$ cat config.mk
export PLATFORM = sky130hd
export DESIGN_NAME = enet_rx_filter
export DESIGN_NICKNAME = d
export VERILOG_FILES = /design/src/rtl/enet_rx_filter.sv
export SDC_FILE = /design/constraint.sdc
export NUM_CORES = 1
export LEC_CHECK = 0
export CAP_MARGIN = 20
export CELL_PAD_IN_SITES_DETAIL_PLACEMENT = 2
export CELL_PAD_IN_SITES_GLOBAL_PLACEMENT = 2
export CORE_AREA = 2 2 170 172
export CTS_BUF_LIST = sky130_fd_sc_hd__clkbuf_4 sky130_fd_sc_hd__clkbuf_8
export CTS_CLUSTER_SIZE = 24
export DETAILED_ROUTE_END_ITERATION = 8
export DIE_AREA = 0 0 172 174
export GPL_TIMING_DRIVEN = 0
export HOLD_SLACK_MARGIN = 0.15
export MAX_ROUTING_LAYER = met4
export PLACE_DENSITY_LB_ADDON = 0.12
export SYNTH_ARGS = -nofsm -noshare
export SYNTH_HDL_FRONTEND = slang
export SYNTH_SLANG_ARGS = --single-unit
$ cat constraint.sdc
create_clock -name rx_clk -period 3.98 [get_ports rx_clk]
set_clock_uncertainty 0.2 [all_clocks]
set_input_delay 0.796 -clock rx_clk [delete_from_list [all_inputs] [get_ports rx_clk]]
set_output_delay 0.796 -clock rx_clk [all_outputs]
set_load 0.005 [all_outputs]
$ cat src/rtl/enet_rx_filter.sv
// enet_rx_filter
// Receive-side frame filter between the MII receive byte stream and the
// receive FIFO. It checks the destination address, polices the frame length
// and truncates long frames. It strips or forwards the CRC and extracts the
// quanta of pause frames.
//
// Ports
//   rx_clk, rst            clock, synchronous active-high reset
//   ether_en .. crcfwd     RCR/ECR control bits, latched at frame start
//   max_fl                 maximum frame length in bytes, CRC included
//   mac_addr               station address, [47:40] first on the wire
//   in_valid/in_data       input byte stream, no backpressure
//   in_last/in_crc_err     end of frame and MAC CRC status
//   out_valid/out_data     output byte stream
//   out_eof                end-of-frame strobe carrying out_drop,
//                          out_trunc and out_crc_err
//   pause_valid            pulse when a pause frame is accepted;
//                          pause_quanta holds its value until the next pulse
//   overrun                pulse when a byte arrives during FLUSH/EOF
module enet_rx_filter (
  input  logic        rx_clk,
  input  logic        rst,
  input  logic        ether_en,
  input  logic        prom,
  input  logic        bc_rej,
  input  logic        fce,
  input  logic        paufwd,
  input  logic        crcfwd,
  input  logic [13:0] max_fl,
  input  logic [47:0] mac_addr,
  input  logic        in_valid,
  input  logic [7:0]  in_data,
  input  logic        in_last,
  input  logic        in_crc_err,
  output logic        out_valid,
  output logic [7:0]  out_data,
  output logic        out_eof,
  output logic        out_drop,
  output logic        out_trunc,
  output logic        out_crc_err,
  output logic        pause_valid,
  output logic [15:0] pause_quanta,
  output logic        overrun
);

  typedef enum logic [2:0] {
    S_IDLE  = 3'd0,
    S_RECV  = 3'd1,
    S_SKIP  = 3'd2,
    S_FLUSH = 3'd3,
    S_EOF   = 3'd4
  } state_t;

  state_t      state, state_nx;

  // Per-frame latched configuration
  logic        prom_r, bc_rej_r, fce_r, paufwd_r, crcfwd_r;
  logic [13:0] max_fl_r;
  logic [39:0] mac_lo_r;   // bytes 1..5 of the station address

  logic [13:0] n;          // accepted byte count, saturating
  logic [31:0] dline;      // 4-byte delay line, [31:24] is the oldest byte
  logic [1:0]  flush_cnt;
  logic        da_match, da_bc, da_mc, pau_ok, crc_err_r;
  logic [15:0] pq;

  // Combinational helpers
  logic        take, fwd_now;
  logic [13:0] idx, idx_inc;
  logic [7:0]  mac_byte, pau_exp;
  logic        pau_chk;
  logic        norm_out, fl_out;
  logic [14:0] fl_idx;
  logic        accept, pause_det, too_long, drop_s, pause_hit;

  // Next-state logic
  always_comb begin
    state_nx = state;
    case (state)
      S_IDLE: begin
        if (in_valid) begin
          if (!ether_en)    state_nx = in_last ? S_IDLE : S_SKIP;
          else if (in_last) state_nx = crcfwd ? S_FLUSH : S_EOF;
          else              state_nx = S_RECV;
        end
      end
      S_RECV: begin
        if (in_valid && in_last) state_nx = crcfwd_r ? S_FLUSH : S_EOF;
      end
      S_SKIP: begin
        if (in_valid && in_last) state_nx = S_IDLE;
      end
      S_FLUSH: begin
        if (flush_cnt == 2'd3) state_nx = S_EOF;
      end
      S_EOF:   state_nx = S_IDLE;
      default: state_nx = S_IDLE;
    endcase
  end

  // Byte acceptance, index and expected address/pause bytes
  always_comb begin
    fwd_now  = (state == S_IDLE) ? crcfwd : crcfwd_r;
    take     = in_valid && (((state == S_IDLE) && ether_en) || (state == S_RECV));
    idx      = (state == S_IDLE) ? 14'd0 : n;
    idx_inc  = (idx == 14'h3FFF) ? idx : idx + 14'd1;
    mac_byte = 8'h00;
    case (idx)
      14'd0:   mac_byte = mac_addr[47:40];   // latch happens this same cycle
      14'd1:   mac_byte = mac_lo_r[39:32];
      14'd2:   mac_byte = mac_lo_r[31:24];
      14'd3:   mac_byte = mac_lo_r[23:16];
      14'd4:   mac_byte = mac_lo_r[15:8];
      14'd5:   mac_byte = mac_lo_r[7:0];
      default: mac_byte = 8'h00;
    endcase
    pau_exp = 8'h00;
    pau_chk = 1'b1;
    case (idx)
      14'd0:   pau_exp = 8'h01;
      14'd1:   pau_exp = 8'h80;
      14'd2:   pau_exp = 8'hC2;
      14'd3:   pau_exp = 8'h00;
      14'd4:   pau_exp = 8'h00;
      14'd5:   pau_exp = 8'h01;
      14'd12:  pau_exp = 8'h88;
      14'd13:  pau_exp = 8'h08;
      14'd14:  pau_exp = 8'h00;
      14'd15:  pau_exp = 8'h01;
      default: pau_chk = 1'b0;
    endcase
    // Byte idx-4 leaves the delay line; suppressed beyond max_fl
    norm_out = (idx >= 14'd4) && (({1'b0, idx} - 15'd4) < {1'b0, max_fl_r});
    // During FLUSH the outgoing byte index is n-4+flush_cnt
    fl_idx   = {1'b0, n} - 15'd4 + {13'd0, flush_cnt};
    fl_out   = (n >= 14'd5) && (fl_idx < {1'b0, max_fl_r});
  end

  // End-of-frame verdict
  always_comb begin
    accept    = prom_r || da_match || (da_bc && !bc_rej_r) || (da_mc && !da_bc);
    pause_det = pau_ok && (n >= 14'd18);
    too_long  = (n > max_fl_r);
    drop_s    = !accept || (n < 14'd64) || crc_err_r || too_long ||
                (fce_r && pause_det && !paufwd_r);
    pause_hit = fce_r && pause_det && !crc_err_r && (n >= 14'd64) && !too_long;
  end

  // State register
  always_ff @(posedge rx_clk) begin
    if (rst) state <= S_IDLE;
    else     state <= state_nx;
  end

  // Datapath: config latch, counter, delay line, address/pause tracking, outputs
  always_ff @(posedge rx_clk) begin
    if (rst) begin
      prom_r       <= 1'b0;
      bc_rej_r     <= 1'b0;
      fce_r        <= 1'b0;
      paufwd_r     <= 1'b0;
      crcfwd_r     <= 1'b0;
      max_fl_r     <= 14'd0;
      mac_lo_r     <= 40'd0;
      n            <= 14'd0;
      dline        <= 32'd0;
      flush_cnt    <= 2'd0;
      da_match     <= 1'b0;
      da_bc        <= 1'b0;
      da_mc        <= 1'b0;
      pau_ok       <= 1'b0;
      crc_err_r    <= 1'b0;
      pq           <= 16'd0;
      out_valid    <= 1'b0;
      out_data     <= 8'd0;
      out_eof      <= 1'b0;
      out_drop     <= 1'b0;
      out_trunc    <= 1'b0;
      out_crc_err  <= 1'b0;
      pause_valid  <= 1'b0;
      pause_quanta <= 16'd0;
      overrun      <= 1'b0;
    end else begin
      out_valid   <= 1'b0;
      out_eof     <= 1'b0;
      out_drop    <= 1'b0;
      out_trunc   <= 1'b0;
      out_crc_err <= 1'b0;
      pause_valid <= 1'b0;
      overrun     <= 1'b0;

      if ((state == S_IDLE) && in_valid) begin
        prom_r   <= prom;
        bc_rej_r <= bc_rej;
        fce_r    <= fce;
        paufwd_r <= paufwd;
        crcfwd_r <= crcfwd;
        max_fl_r <= max_fl;
        mac_lo_r <= mac_addr[39:0];
      end

      if (take) begin
        n     <= idx_inc;
        dline <= {dline[23:0], in_data};
        if (norm_out) begin
          out_valid <= 1'b1;
          out_data  <= dline[31:24];
        end
        if (idx == 14'd0) begin
          da_match <= (in_data == mac_byte);
          da_bc    <= (in_data == 8'hFF);
          da_mc    <= in_data[0];
          pau_ok   <= (in_data == pau_exp);
        end else begin
          if (idx < 14'd6) begin
            da_match <= da_match && (in_data == mac_byte);
            da_bc    <= da_bc && (in_data == 8'hFF);
          end
          if (pau_chk) pau_ok <= pau_ok && (in_data == pau_exp);
          if (idx == 14'd16) pq[15:8] <= in_data;
          if (idx == 14'd17) pq[7:0]  <= in_data;
        end
        if (in_last) begin
          crc_err_r <= in_crc_err;
          flush_cnt <= 2'd0;
          if (!fwd_now) dline <= 32'd0;
        end
      end

      if (state == S_FLUSH) begin
        flush_cnt <= flush_cnt + 2'd1;
        dline     <= {dline[23:0], 8'h00};
        if (fl_out) begin
          out_valid <= 1'b1;
          out_data  <= dline[31:24];
        end
      end

      if (((state == S_FLUSH) || (state == S_EOF)) && in_valid) overrun <= 1'b1;

      if (state == S_EOF) begin
        out_eof     <= 1'b1;
        out_drop    <= drop_s;
        out_trunc   <= too_long;
        out_crc_err <= crc_err_r;
        if (pause_hit) begin
          pause_valid  <= 1'b1;
          pause_quanta <= pq;
        end
        dline <= 32'd0;
      end
    end
  end

endmodule

# After elaboration in Yosys (flattened, before gate mapping)
# Cells that the tools add are included.
# Widths: inputs -> output; s select.
word_totals:
  regBits: 162
  in_bits: 81
op_classes:
  addsub: 5
  order_cmp: 9
  eq_ne: 24
  muxes: 40
  bitwise_logic: 2
  n_reduce_logical: 53
op_table:
  columns: ["operator", "n"]
  rows:
  - ["$mux 32", 4]
  - ["$eq 14x4->1 const B", 4]
  - ["$pmux 8 s6", 1]
  - ["$pmux 8 s5", 1]
  - ["$mux 8", 4]
  - ["$lt 15x14->1", 2]
  - ["$sub 14x3->15 const B", 2]
  - ["$eq 14x2->1 const B", 2]
  - ["$eq 14x3->1 const B", 2]
  - ["$eq 14x5->1 const B", 2]
  - ["$ge 14x3->1 const B", 2]
  - ["$mux 14", 2]
  - ["$mux 3", 8]
  - ["$logic_and 1x1->1", 18]
  - ["$eq 8x8->1", 2]
  - ["$add 15x2->15", 1]
  - ["$mux 1", 15]
  - ["$add 14x1->14 const B", 1]
  - ["$eq 14x1->1 const B", 1]
  - ["$eq 14x14->1 const B", 1]
  - ["$ge 14x5->1 const B", 1]
  - ["$ge 14x7->1 const B", 1]
  - ["$gt 14x14->1", 1]
  - ["$logic_not 14->1", 1]
  - ["22 further kinds", 54]

# Longest topological paths before layout
# Gate-level depths: netlist of run 1.
logic_depth:
  depth_word: 9
  mapped_depth: 20
  mapped_depth_nobuf: 15

# Least setup slack after synthesis of run 1
# OpenSTA, ideal clock, no wires.
synth_timing:
  path_type: "register to register"
  from: "register state[2]"
  to: "register out_data[4]"
  arrival_time_ns: 3.525
  t_required_ns: 3.652
  setup_slack_ns: 0.127
  path_stages_with_launch: 21
  cell_sequence: "dfxtp_1 -> buf_2 -> or3_1 -> buf_2 -> clkbuf_1 -> nand2_1 -> ha_1 -> clkbuf_1 -> nand3_1 -> o21ai_0 -> a21oi_1 -> ha_1 -> a21o_1 -> a21o_1 -> a211o_1 -> o211ai_1 -> a31oi_1 -> a2bb2oi_1 -> buf_4 -> mux2i_1 -> nor2_1"
synth_between:
  elab_chain_len: 9
  word_cells_on_any_way: 15
  classes_between: "1 x add/sub; 2 x order compare; 2 x eq/ne; 5 x mux; 5 x reduce/logical"
synth_rtl:
  columns: ["element", "line", "rtl"]
  rows:
  - ["start: declaration", "54", "state_t state, state_nx;"]
  - ["start signal: assignment", "152", "else state <= state_nx;"]
  - ["$logic_not 3->1", "104, 105", null]
  - ["$mux 14", "105", "idx = (state == S_IDLE) ? 14'd0 : n;"]
  - ["$sub 14x3->15", "133", "norm_out = (idx >= 14'd4) && (({1'b0, idx} - 15'd4) < {1'b0, max_fl_r});"]
  - ["$lt 15x14->1", "133", null]
  - ["$logic_and 1x1->1", "133", null]
  - ["$mux 8", "205", "if (norm_out) begin"]
  - ["$mux 8", "202", "if (take) begin"]
  - ["$mux 8", "233", "if (fl_out) begin"]
  - ["$mux 8 (*)", "230", "if (state == S_FLUSH) begin"]
  - ["end signal: assignment", "207", "out_data <= dline[31:24];"]
  - ["end signal: assignment", "235", "out_data <= dline[31:24];"]
  - ["end: declaration", "36", "output logic [7:0] out_data,"]
# Mark *: on every way between the ends. The rest lies on a longest branch, timed or not.
# A chain may end at the register's enable or synchronous reset.

# Worst setup path after layout of run 1
layout_timing:
  from: "register state[0]"
  to: "register out_data[1]"
# The elaborated chain is that of the path after synthesis.

==> results of run 1 <==
## placed cells by master (no fill, tap or decap), types with 4 or more instances in the layout
cell               n
a21o_1             9
a21oi_1          111
a221oi_1           6
a22oi_1           42
a31oi_1            6
and2_1             4
and3_1             6
buf_2              8
buf_4             17
clkbuf_1          52
clkbuf_8          17
clkdlybuf4s50_1  107
clkinv_8           4
dfxtp_1          157
dfxtp_2            4
ha_1              49
inv_1             32
inv_8              4
mux2i_1           23
nand2_1          166
nand2b_1           9
nand3_1           18
nand4_1           29
nor2_1           113
nor2b_1            4
nor3_1            13
nor4_1             8
o211ai_1           5
o21ai_0           20
o2bb2ai_1          4
o31ai_1           17
xnor2_1           26
xor2_1             9
## cell type report
type / count / area [um2] / share of cell area (%)
multi-input cells: 765 / 4810 / 45.3
flip-flops and latches: 162 / 3250 / 30.6
repair buffers: 122 / 1190 / 11.2
well taps: 384 / 480 / 4.53
plain buffers: 73 / 352 / 3.31
clock buffers: 17 / 234 / 2.20
clock inverters: 15 / 176 / 1.66
inverters: 33 / 128 / 1.20
## synthesized netlist by cell type (3+ instances only)
cell type | count | area (um2)
nand2_1 | 168 | 631
dfxtp_1 | 162 | 3240
nor2_1 | 116 | 435
a21oi_1 | 113 | 566
clkbuf_1 | 55 | 206
ha_1 | 50 | 626
a22oi_1 | 42 | 315
inv_1 | 33 | 124
nand4_1 | 29 | 181
xnor2_1 | 26 | 228
mux2i_1 | 25 | 250
o21ai_0 | 21 | 105
nand3_1 | 19 | 95.1
o31ai_1 | 18 | 135
nor3_1 | 13 | 65.1
buf_2 | 10 | 50.1
a21o_1 | 9 | 67.6
nand2b_1 | 9 | 56.3
xor2_1 | 9 | 78.8
nor4_1 | 8 | 50.1
a31oi_1 | 7 | 43.8
a221oi_1 | 6 | 52.6
and3_1 | 6 | 37.5
o211ai_1 | 5 | 37.5
a2bb2oi_1 | 4 | 35.0
and2_1 | 4 | 25.0
buf_1 | 4 | 15.0
buf_4 | 4 | 30.0
nor2b_1 | 4 | 25.0
o2bb2ai_1 | 4 | 35.0
or3_1 | 4 | 25.0
a211oi_1 | 3 | 22.5
a311oi_1 | 3 | 26.3
a32oi_1 | 3 | 26.3
nor3b_1 | 3 | 22.5
## flip-flops by register name, indices dropped and copies added, names as in the netlist, 2 cells and up
signal        cells
mac_lo_r         40
dline            32
pause_quanta     16
pq               16
max_fl_r         14
n                14
out_data          8
state             3
flush_cnt         2
## power breakdown
| part | leakage, nW | internal [W] | switching, W |
|---|---|---|---|
| logic | 2.49 | 0.000229 | 0.000375 |
| registers | 1.32 | 0.00168 | 0.0000391 |
| clock network | 0.199 | 0.000483 | 0.000812 |
## metrics by stage
step	hold slack, ps	power (W)	utilization, %
6_report	265	0.00362	37.6
5_1_grt	286	0.00380	37.6
4_1_cts	268	0.00365	37.0
3_5_place_dp	252	0.00234	35.1
3_3_place_gp	244	0.00233	35.1
2_1_floorplan	236	0.00208	-
## final timing paths
check	slack (ps)	end	startpoint
setup reg to reg	170	out_data[1]	state[0]
hold / removal	270	max_fl_r[10]	max_fl_r[10]
hold reg to reg	270	max_fl_r[10]	max_fl_r[10]
setup / recovery	170	out_data[1]	state[0]
## critical path: stages (launching register included)
cell        delay (ps)
dfxtp_2            350
or3_4              380
buf_8              150
nand2_2            170
ha_4               190
buf_4              120
clkinvlp_4         170
a21oi_2            160
nor2_1              60
a311oi_2           290
ha_1               300
a211o_1            260
o211ai_1           100
a31oi_2            160
a2bb2oi_4          190
buf_6              190
mux2i_2            180
nor2_1              50
## cell families (layout without fill, tap and decap cells)
kind of cell	Yosys count	in the layout	synth area share (%)
multiplexers	25	25	2.99
buffers and inverters	108	260	5.29
adder cells (fa/ha/maj)	51	51	7.73
flip-flops	162	162	38.8
AND/OR/NAND/NOR	397	397	21.7
AO/OA/AOI/OAI	257	257	19.8
XOR/XNOR	35	35	3.67
## layer usage
metal / up-vias / wire, um
li1: 3917 / -
met1: 3986 / 14400
met2: 105 / 15200
met3: 32 / 662
met4: 0 / 584
met5: - / 0
## repair_timing
item,in CTS,in global routing
cloned,1,0
pin swaps,1,6
gates resized for setup,29,25
buffers inserted,3,11
setup endpoints to repair,26,9
==> results.txt, run 1 <==
The flow ran to the end, and the final reports show no timing, DRC or antenna violations. The number of global-route vias before repair is ~8500. The number of sinks driven by the clock tree came out at ~160. The floorplan step defined a core boundary enclosing approximately 28000 um2. The number of design rule violations left after detail routing is 0. The global routing met2 resource utilization is approximately 36%.

Counting the fill cells in the layout gives 3284. The initial core utilization came out at a little under 30%. The final instance area is roughly 11000 um2. The number of library cell types mapped by synthesis came out at between 60 and 70.

The number of nets in the synthesized netlist came out at between 1000 and 1500. Summed over all layers, the global routing overflow is 0. The share of the clock period used by the worst path after layout came out at 95.8%. The area added between synthesis and finish is 27.1%. For met3 alone, demand over resource in global routing was 2.53%. The initialized floorplan defines between 60 and 70 standard-cell rows. The initial DRC count came out at a little under 300.

The pin slew with the least headroom to its limit came out at about 970 ps. In this run the tightest slew margin relative to its limit is a little over a third. The share of final-layout standard cells stronger than drive strength 1 is ~8.9%.

The total count of hold-check failures in the final report came to 0. The final setup violation count is 0. The power density over the cells came out at around 340 nW/um2. The number of max-slew violations in the final report came out at 0.

STA classifies the critical path startpoint as a flip-flop. The die area is between 20000 and 30000 um2. The vias per cell is around 5. The worst setup path is of the flip-flop to flip-flop kind. The critical path data arrival time is a little under 4000 ps. The number of cells on the worst reg-to-reg path is 17.

After clock tree synthesis, the clock-pin slew on the worst setup and hold paths is approximately 110 ps. The worst endpoint required time is 4140 ps. The count of flip-flops with a built-in enable after synthesis came out at 0.

The total of warnings raised by yosys is 0. The maximum resistive drop on vdd came out at ~0.00016 V. The final RePlAce weighted congestion came out at between 0.8 and 0.9. The number of buffers inserted for hold repair after clock tree synthesis came out at 0. In this run, synthesis produced a sequential element count of about 160.

The worst hold path belongs to the class flip-flop to flip-flop. The number of cells produced by synthesis is between 1000 and 1500. The height of the die is around 170 um. The total of buffers placed on input and output ports came out at about 110. The wire length per cell is approximately 20 um. Setup total negative slack on the finished layout was measured at 0 ps. The largest driver fanout on the critical path came out at 7. Once detail routing completed, the nets flagged for antenna violations numbered 0. After detailed placement, the total cell area comes to between 9000 and 10000 um2. The floorplan step set the die width to 172 um. The half-perimeter wire length after placement came out at 23.5 mm.

The max-capacitance violation count is 0. In this run the clock root is driven by a clkbuf_8. The iteration count of the initial detailed-routing pass came out at 7. The largest net degree at the start of global routing is 20.

The time the final worst path needs with I/O delays and setup is 3810 ps. The CTS buffer count came out at 17. The number of buffers on the longest clock path came out at 2. The summed instance area of the synthesized netlist is about 8400 um2. The total detailed-routing wirelength came out at 30.8 mm.

STA classifies the critical path endpoint as a flip-flop. The non-filler instance count after layout is around 1600. The initial antenna violation count is 0. The overall via count from detail_route came out at 8040. The number of H-tree levels came out at 4. met2 is the most crowded layer. For this run, the post-layout net count is ~1300.

Dividing the synthesized area by the synthesized cell count gives ~8 um2. The minimum setup slack after placement is -1060 ps. The main flop type after synthesis is dfxtp_1.

TritonCTS built the clock tree. The share of the yosys chip area belonging to registers came out at 38.8%. The later-pin clock latency in the skew report came out at just under 500 ps.

Derived from the worst setup path, the maximum achievable clock frequency is roughly 0.26 GHz. The leakage power summed over all cells came out at 4.01 nW. In this run the count of I/O pins placed on the die edge is approximately 110. Global routing consumed, on the met1 layer, between 20 and 30% of the routing resources. After detailed placement, the design holds a cell count of about 1500.

The global-route wire length before repair came out at approximately 48 mm. The overall routing resource usage came out at a little over a fifth. The worst setup margin came out at between 150 and 200 ps. The async set or reset register ratio after synthesis came out at 0%. The count of cells along the worst hold path came out at 2. The number of inserted diodes is 0.
(Power assumes the default switching activity.)
==> inputs of run 2 (changes only) <==
- TNS_END_PERCENT: default -> 10
==> results of run 2 <==
No change in the layout: final DEF, timing and power equal those of run 1.
